[src/rtl/mem_arbiter_pkg.sv]
// Shared encodings for the IFU/LSU memory-port arbiter: FSM states and
// transaction owner.
package mem_arbiter_pkg;

   typedef enum logic [1:0] {
      ST_IDLE = 2'd0,
      ST_REQ  = 2'd1,
      ST_WAIT = 2'd2
   } arb_state_e;

   typedef enum logic {
      OWN_IFU = 1'b0,
      OWN_LSU = 1'b1
   } arb_owner_e;

endpackage

[src/rtl/mem_arb_rr.sv]
// Two-way round-robin grant between IFU and LSU. It remembers the last winner
// so that, on a tie, the other requester wins.
module mem_arb_rr
   import mem_arbiter_pkg::*;
(
   input  logic clk,
   input  logic rst,
   input  logic grant_en,
   input  logic ifu_req,
   input  logic lsu_req,
   output logic gnt_ifu,
   output logic gnt_lsu
);

   arb_owner_e last_owner_q, last_owner_d;

   always_comb begin
      gnt_ifu = grant_en & ifu_req & (~lsu_req | (last_owner_q == OWN_LSU));
      gnt_lsu = grant_en & lsu_req & (~ifu_req | (last_owner_q == OWN_IFU));
      last_owner_d = last_owner_q;
      if (gnt_ifu) begin
         last_owner_d = OWN_IFU;
      end else if (gnt_lsu) begin
         last_owner_d = OWN_LSU;
      end
   end

   // LSU counts as last winner out of reset, so the IFU wins the first tie.
   always_ff @(posedge clk or negedge rst) begin
      if (!rst) begin
         last_owner_q <= OWN_LSU;
      end else begin
         last_owner_q <= last_owner_d;
      end
   end

endmodule

[src/rtl/mem_arbiter.sv]
// Shares one memory port between instruction fetch and load/store, with at
// most one transaction outstanding.
//
// state   | meaning
// IDLE    | no transaction; arbitrate and accept one request
// REQ     | mem_valid asserted with latched fields until mem_ready
// WAIT    | waiting for mem_rvalid; forwarded to the owner as rvalid
module mem_arbiter
   import mem_arbiter_pkg::*;
#(
   parameter int ADDR_W = 64,
   parameter int DATA_W = 64
) (
   input  logic                clk,
   input  logic                rst,
   input  logic                ifu_valid,
   input  logic [ADDR_W-1:0]   ifu_addr,
   output logic                ifu_ready,
   output logic                ifu_rvalid,
   output logic [DATA_W-1:0]   ifu_rdata,
   input  logic                lsu_valid,
   input  logic                lsu_wen,
   input  logic [ADDR_W-1:0]   lsu_addr,
   input  logic [DATA_W-1:0]   lsu_wdata,
   input  logic [DATA_W/8-1:0] lsu_wmask,
   output logic                lsu_ready,
   output logic                lsu_rvalid,
   output logic [DATA_W-1:0]   lsu_rdata,
   output logic                mem_valid,
   output logic                mem_wen,
   output logic [ADDR_W-1:0]   mem_addr,
   output logic [DATA_W-1:0]   mem_wdata,
   output logic [DATA_W/8-1:0] mem_wmask,
   input  logic                mem_ready,
   input  logic                mem_rvalid,
   input  logic [DATA_W-1:0]   mem_rdata
);

   localparam int MASK_W = DATA_W / 8;

   arb_state_e          state_q, state_d;
   arb_owner_e          owner_q, owner_d;
   logic [ADDR_W-1:0]   addr_q, addr_d;
   logic                wen_q, wen_d;
   logic [DATA_W-1:0]   wdata_q, wdata_d;
   logic [MASK_W-1:0]   wmask_q, wmask_d;
   logic                grant_en, gnt_ifu, gnt_lsu;

   // Readies are held low while reset is asserted, even though IDLE is active.
   assign grant_en = (state_q == ST_IDLE) & rst;

   mem_arb_rr u_rr (
      .clk      (clk),
      .rst      (rst),
      .grant_en (grant_en),
      .ifu_req  (ifu_valid),
      .lsu_req  (lsu_valid),
      .gnt_ifu  (gnt_ifu),
      .gnt_lsu  (gnt_lsu)
   );

   always_comb begin
      state_d    = state_q;
      owner_d    = owner_q;
      addr_d     = addr_q;
      wen_d      = wen_q;
      wdata_d    = wdata_q;
      wmask_d    = wmask_q;
      ifu_ready  = 1'b0;
      lsu_ready  = 1'b0;
      ifu_rvalid = 1'b0;
      lsu_rvalid = 1'b0;
      case (state_q)
         ST_IDLE: begin
            if (gnt_ifu) begin
               ifu_ready = 1'b1;
               owner_d   = OWN_IFU;
               addr_d    = ifu_addr;
               wen_d     = 1'b0;
               wdata_d   = '0;
               wmask_d   = '0;
               state_d   = ST_REQ;
            end else if (gnt_lsu) begin
               lsu_ready = 1'b1;
               owner_d   = OWN_LSU;
               addr_d    = lsu_addr;
               wen_d     = lsu_wen;
               wdata_d   = lsu_wdata;
               wmask_d   = lsu_wmask;
               state_d   = ST_REQ;
            end
         end
         ST_REQ: begin
            if (mem_ready) begin
               state_d = ST_WAIT;
            end
         end
         ST_WAIT: begin
            if (mem_rvalid) begin
               ifu_rvalid = (owner_q == OWN_IFU);
               lsu_rvalid = (owner_q == OWN_LSU);
               state_d    = ST_IDLE;
            end
         end
         default: state_d = ST_IDLE;
      endcase
   end

   always_ff @(posedge clk or negedge rst) begin
      if (!rst) begin
         state_q <= ST_IDLE;
         owner_q <= OWN_IFU;
         addr_q  <= '0;
         wen_q   <= 1'b0;
         wdata_q <= '0;
         wmask_q <= '0;
      end else begin
         state_q <= state_d;
         owner_q <= owner_d;
         addr_q  <= addr_d;
         wen_q   <= wen_d;
         wdata_q <= wdata_d;
         wmask_q <= wmask_d;
      end
   end

   assign mem_valid = (state_q == ST_REQ);
   assign mem_wen   = mem_valid & wen_q;
   assign mem_addr  = addr_q;
   assign mem_wdata = wdata_q;
   assign mem_wmask = wmask_q;
   assign ifu_rdata = mem_rdata;
   assign lsu_rdata = mem_rdata;

endmodule

[config.mk]
export PLATFORM = sky130hd
export DESIGN_NAME = mem_arbiter
export DESIGN_NICKNAME = d
export VERILOG_FILES = /design/src/rtl/mem_arbiter_pkg.sv /design/src/rtl/mem_arb_rr.sv /design/src/rtl/mem_arbiter.sv
export SDC_FILE = /design/constraint.sdc
export NUM_CORES = 1
export LEC_CHECK = 0
export ABC_AREA = 1
export BUFFER_PORTS_ARGS = -buffer_cell sky130_fd_sc_hd__buf_4
export CORE_AREA = 4 4 206 208
export CTS_CLUSTER_DIAMETER = 200
export DETAILED_ROUTE_END_ITERATION = 12
export DIE_AREA = 0 0 210 212
export HOLD_SLACK_MARGIN = 0.06
export PLACE_DENSITY_LB_ADDON = 0.05
export SYNTH_ARGS = -nofsm -noshare
export SYNTH_HDL_FRONTEND = slang
export SYNTH_HIERARCHICAL = 1
export SYNTH_SLANG_ARGS = --single-unit
[constraint.sdc]
create_clock -name clk -period 1.82 [get_ports clk]
set_input_delay 0.273 -clock clk [delete_from_list [all_inputs] [get_ports clk]]
set_output_delay 0.273 -clock clk [all_outputs]
set_load 0.005 [all_outputs]
Word level (Yosys, flattened, before mapping)
Index checks and enable logic that the tools add are counted.
W data, S select, Z words.
{"block": "word_totals", "regBits": 141, "input_bits": 271, "out_inout_bits": 270, "word_cells": 52}
{"block": "op_classes", "eq_ne": 5, "mux": 24, "n_bitwise": 12, "n_reduce_logical": 4}
{"cell": "$mux W64", "n": 4}
{"cell": "$mux W8", "n": 2}
{"cell": "$mux W1", "n": 13}
{"cell": "$mux W2", "n": 4}
{"cell": "$and A1 B1 Y1", "n": 6}
{"cell": "$pmux W2 S3", "n": 1}
{"cell": "$not A1 Y1", "n": 4}
{"cell": "$ne A3 B3 Y1 const B", "n": 1}
{"cell": "$reduce_and A3 Y1", "n": 1}
{"cell": "$eq A2 B1 Y1 const B", "n": 1}
{"cell": "$eq A2 B2 Y1 const B", "n": 1}
{"cell": "$logic_not A2 Y1", "n": 1}
{"cell": "$ne A2 B1 Y1 const B", "n": 1}
{"cell": "$ne A2 B2 Y1 const B", "n": 1}
{"cell": "$or A1 B1 Y1", "n": 2}
{"cell": "$reduce_and A2 Y1", "n": 1}
{"cell": "$reduce_bool A2 Y1", "n": 1}

Logic depth before layout (Yosys ltp)
{"block": "depth", "depth_word": 7, "ltp_mapped": 14, "mapped_depth_nobuf": 12}

Cells and area by module
The synthesis kept the hierarchy.
{"mod": "mem_arbiter", "n_inst": 1, "cells_each": 951, "area_each_um2": 7218.2, "seq_area_each_um2": 3503.4}
{"mod": "mem_arb_rr", "n_inst": 1, "cells_each": 11, "area_each_um2": 65.1, "seq_area_each_um2": 26.3}

Worst setup path before layout
OpenSTA, ideal clock, no wires.
{"block": "synth_timing", "path_kind": "register -> register", "start": "register state_q[1]", "end": "register wdata_q[54] (netlist: mem_wdata[54])", "setup_ns": 0.116, "arrival_ns": 1.577, "required_time_ns": 1.704, "path_slack_ns": 0.127, "stages_incl_launch_ff": 13, "path_buffers": 2, "synth_period_minus_slack_ns": 1.693, "cell_sequence": "dfrtp_1 inv_1 nand2_1 nor2_1 nand2_1 a21oi_1 inv_2 nand2_1 nand2_1 buf_2 buf_4 nand2_1 nand2_1"}
{"block": "synth_via", "elab_chain_len": 6, "word_cells_on_any_way": 9, "cone_classes": "1 x mux; 5 x bitwise; 3 x reduce/logical"}
{"item": "start: declaration", "line_no": "mem_arbiter.sv:41", "source": "arb_state_e state_q, state_d;"}
{"item": "start signal: assignment", "line_no": "mem_arbiter.sv:118", "source": "state_q <= state_d;"}
{"item": "$logic_not A2 Y1 *", "line_no": "mem_arbiter.sv:50", "source": "assign grant_en = (state_q == ST_IDLE) & rst;"}
{"item": "$and A1 B1 Y1 *", "line_no": "mem_arbiter.sv:50"}
{"item": "via grant_en", "line_no": "mem_arbiter.sv:47", "source": "logic grant_en, gnt_ifu, gnt_lsu;"}
{"item": "$and A1 B1 Y1 * (2 in a row)", "line_no": "mem_arb_rr.sv:18", "source": "gnt_ifu = grant_en & ifu_req & (~lsu_req | (last_owner_q == OWN_LSU));"}
{"item": "via gnt_ifu", "line_no": "mem_arbiter.sv:47"}
{"item": "$reduce_bool A2 Y1 (no line)"}
{"item": "$reduce_and A2 Y1 (no line)"}
{"item": "end signal: assignment", "line_no": "mem_arbiter.sv:122", "source": "wdata_q <= wdata_d;"}
{"item": "end: declaration", "line_no": "mem_arbiter.sv:45", "source": "logic [DATA_W-1:0] wdata_q, wdata_d;"}
Mark *: on every way through the listed nets, which the timed path passes. The rest lies on a longest branch.
A chain may end at the register's enable or synchronous reset.

Worst setup path in the final report
{"block": "layout_timing", "start": "register state_q[0]", "end": "output port lsu_ready"}
{"block": "layout_via", "word_cells_on_any_way": 9, "cone_classes": "3 x mux; 5 x bitwise; 1 x reduce/logical"}
{"item": "$logic_not A2 Y1", "line_no": "mem_arbiter.sv:50"}
{"item": "$and A1 B1 Y1", "line_no": "mem_arbiter.sv:50"}
{"item": "via grant_en", "line_no": "mem_arbiter.sv:47"}
{"item": "$and A1 B1 Y1 (2 in a row)", "line_no": "mem_arb_rr.sv:18"}
{"item": "via gnt_ifu", "line_no": "mem_arbiter.sv:47"}
{"item": "$mux W1", "line_no": "mem_arbiter.sv:75", "source": "if (gnt_ifu) begin"}
{"item": "$mux W1", "line_no": "mem_arbiter.sv:73", "source": "case (state_q)"}
{"item": "end: declaration", "line_no": "mem_arbiter.sv:26", "source": "output logic lsu_ready,"}
The timed path passes the listed nets, and every way through them passes these cells.

==> results by group <==
Logic synthesis
  – Sequential share of the synthesized area: 48.46%
  – Syn Area/Cell: 7.571 um2
  – Top-area cell type share of the netlist area: 48.10%
  – Cells after Synth: 962
  – Syn_nets: 1233
  – Asr flop ratio synth: 100.0%
  – Most instantiated cells after synthesis: nand2_1, dfrtp_1, buf_4
  – Post-synth EDFFs: 0
  – Synth top area cells: dfrtp_1, nand2_1, buf_4, nand3_1, buf_2
  – Distinct cells, synth: 15
  – Synth area leader: dfrtp_1
  – Mapped Area: 7283 um2
  – Main flop type after synthesis: dfrtp_1
  – Yosys reg bits: 141
  – Most frequent cell after synthesis: nand2_1
  – Syn. warnings: 6

Min path
  – Worst Hold Depth: 3
  – Worst hold path type: input port to register
  – HP Start: lsu_wdata[28]
  – Hold path endpoint: mem_wdata[28]$_DFFE_PN0P_

Clock network
  – Clock sink total: 141
  – Clk buf depth: 2
  – Clock Latency Late Sink: 430 ps
  – CTS buffer count: 17
  – CTS tree: yes
  – Clock H-tree levels: 4
  – CTS clk-pin slew, worst paths: 60 ps
  – Root cell of the clock tree: clkbuf_16

GRT
  – First-pass GRT wire length: 44370 um
  – Initial antenna violation count: 1
  – Vias in the first global route: 7273
  – Grt ovf: 0
  – Tot GR Track Use: 12.99%
  – Pin count of the biggest net entering global routing: 142

STA
  – Worst setup margin: -96.99 ps
  – Period utilization: 105.3%
  – Final min period: 1917 ps
  – RSZ-0062 raised after global routing: true
  – Slew at the pin closest to its max-slew limit: 834.0 ps
  – Relative slew slack: 44.40%
  – Fmax: 521.7 MHz
  – Final Hold Vio Count: 0
  – Max Transition Viols Final: 0
  – Clock Skews: 9.024 ps
  – Final setup viols: 82

Routing
  – Post-route ant nets: 0
  – 1st-pass router iterations: 6
  – Vias/cell: 3.831
  – Drt drc: 0
  – Post-Route WL: 30880 um
  – DR vias: 6987
  – Wire per inst: 16.93 um
  – DR iter-0 viols: 388

Layout
  – Reg area: 3530 um2
  – Filler cell count: 4445
  – Post-synthesis to final-layout area growth: 58.48%
  – Layout cell share with drive strength beyond 1: 35.76%
  – ANT cells: 0
  – Footprint of the multi-input gates: 2596 um2
  – Non-filler instance count after layout: 1824
  – Fin nets: 1551

Worst setup path
  – Critical path class: register to primary output
  – R2r setup slk: -60 ps
  – Reg2reg path depth: 14
  – FF-to-FF Start: state_q[0]$_DFFE_PN0P_
  – Critical Path RT: 1550 ps
  – CP endpoint kind: primary output
  – Crit start category: register
  – Worst path arrival time: 1640 ps
  – R2r endpoint: mem_addr[39]$_DFFE_PN0P_
  – CP max FO: 2

Placement
  – IO Port Bufs: 348
  – DP Cell Count: 1700
  – DP HPWL: 21780 um
  – Routability cong.: 0.7409
  – Worst slack, placed: 51.27 ps

Die
  – Chip width: 210 um
  – # IOs: 541
  – Core footprint: 40550 um2
  – Initial Util: 17.96%
  – Die Ht: 212 um
  – Full die area: 44520 um2
  – Rows: 74

Outcome
  – Status: complete, but fails checks
  – Failing checks: setup timing

Pwr
  – Pwr per Cell Area: 1456 nW/um2
  – Maximum vdd drop: 0.5183 mV
  – Leakage: 6.333 nW
  – Tot Pwr: 0.01680 W

Job
  – Max-cap viol count: 0
[final cells by class]
class	instances	share of cell area (%)
Clock buffer	24	4.173
Clock inverter	7	0.7588
Inverter	11	0.3794
Multi-Input combinational cell	631	22.49
Sequential cell	141	30.58
Tap cell	532	5.767
Timing Repair Buffer	478	35.85
[where the power goes]
part	switching [W]	total, W	internal [W]
clock network	0.00141	0.00352	0.00211
registers	0.000775	0.00534	0.00457
logic	0.00407	0.00794	0.00387
[cell families after synthesis]
| group | share of synthesized area [%] |
|---|---|
| simple gates | 33.81 |
| compound gates | 0.2061 |
| flops | 48.46 |
| buf+inv | 17.52 |
[flip-flops by register name, summed over array words and instances (netlist names)]
register	count
u_rr/last_owner_q	1
mem_wdata	64
state_q	2
owner_q	1
mem_wmask	8
wen_q	1
mem_addr	64
[how the worst max path moves through the flow]
stage                           start  slack, ps                        end  cells after the start
4_1_cts        state_q[0]$_DFFE_PN0P_       -220                  lsu_ready                     12
3_5_place_dp   state_q[0]$_DFFE_PN0P_         50   mem_addr[26]$_DFFE_PN0P_                     11
5_1_grt        state_q[0]$_DFFE_PN0P_       -230                  lsu_ready                     12
3_3_place_gp   state_q[0]$_DFFE_PN0P_         90   mem_addr[34]$_DFFE_PN0P_                     11
6_report       state_q[0]$_DFFE_PN0P_       -100                  lsu_ready                     10
2_1_floorplan  state_q[1]$_DFFE_PN0P_        130  mem_wdata[54]$_DFFE_PN0P_                     12
[placed cells by master, fill, tap and decap left out]
cell	n
buf_4	370
nor3b_2	1
clkbuf_8	3
bufinv_16	2
clkinv_2	4
nand2_2	4
clkbuf_16	24
dfrtp_1	140
buf_12	16
o21ai_0	2
inv_2	5
dfstp_2	1
clkbuf_1	4
buf_6	11
nor2_2	2
inv_1	5
inv_4	1
nor2_1	2
dlygate4sd3_1	74
nor2_4	5
clkinvlp_4	1
nand2_4	2
nand3_2	9
nand3_1	64
nand2_1	539
a21oi_4	1
[stage by stage]
stage                     hold WS, ps  util [%]  setup TNS, ps  instance area, um2
after global placement          455.2     24.26              0                9839
after CTS                       61.04     27.71          -9204               11240
after floorplan                -22.59         -              0                7283
final                           91.07     28.46          -3342               11540
after detailed placement        459.1     24.26              0                9839
after global routing            74.03     28.46         -18550               11540
[routing by layer]
metal / global-route usage [%] / vias up / routed length (um)
met5: 0 / - / 13
met2: 21.62 / 279 / 15010
met4: 4.523 / 2 / 740
li1: - / 3436 / -
met3: 5.106 / 62 / 2520
met1: 15.37 / 3208 / 12600
[repair_timing]
| item | CTS | global route |
|---|---|---|
| setup buffers | 7 | 5 |
| hold buffers | 74 | 0 |
| endpoints found under the hold margin | 114 | 0 |
| gates resized for setup | 16 | 20 |
| pin swaps | 4 | 6 |
| endpoints found under the setup margin | 2 | 143 |
| cloned | 0 | 8 |
[critical path, stage by stage, from the launching register on]
cell,delay [ps]
dfrtp_1,390
inv_2,80
nand2_4,50
nor2_4,90
nand2_2,80
a21oi_4,140
buf_6,130
nor2_4,40
nand2_2,60
inv_2,40
buf_6,110
Note: power is estimated with default switching activity, not from simulation.
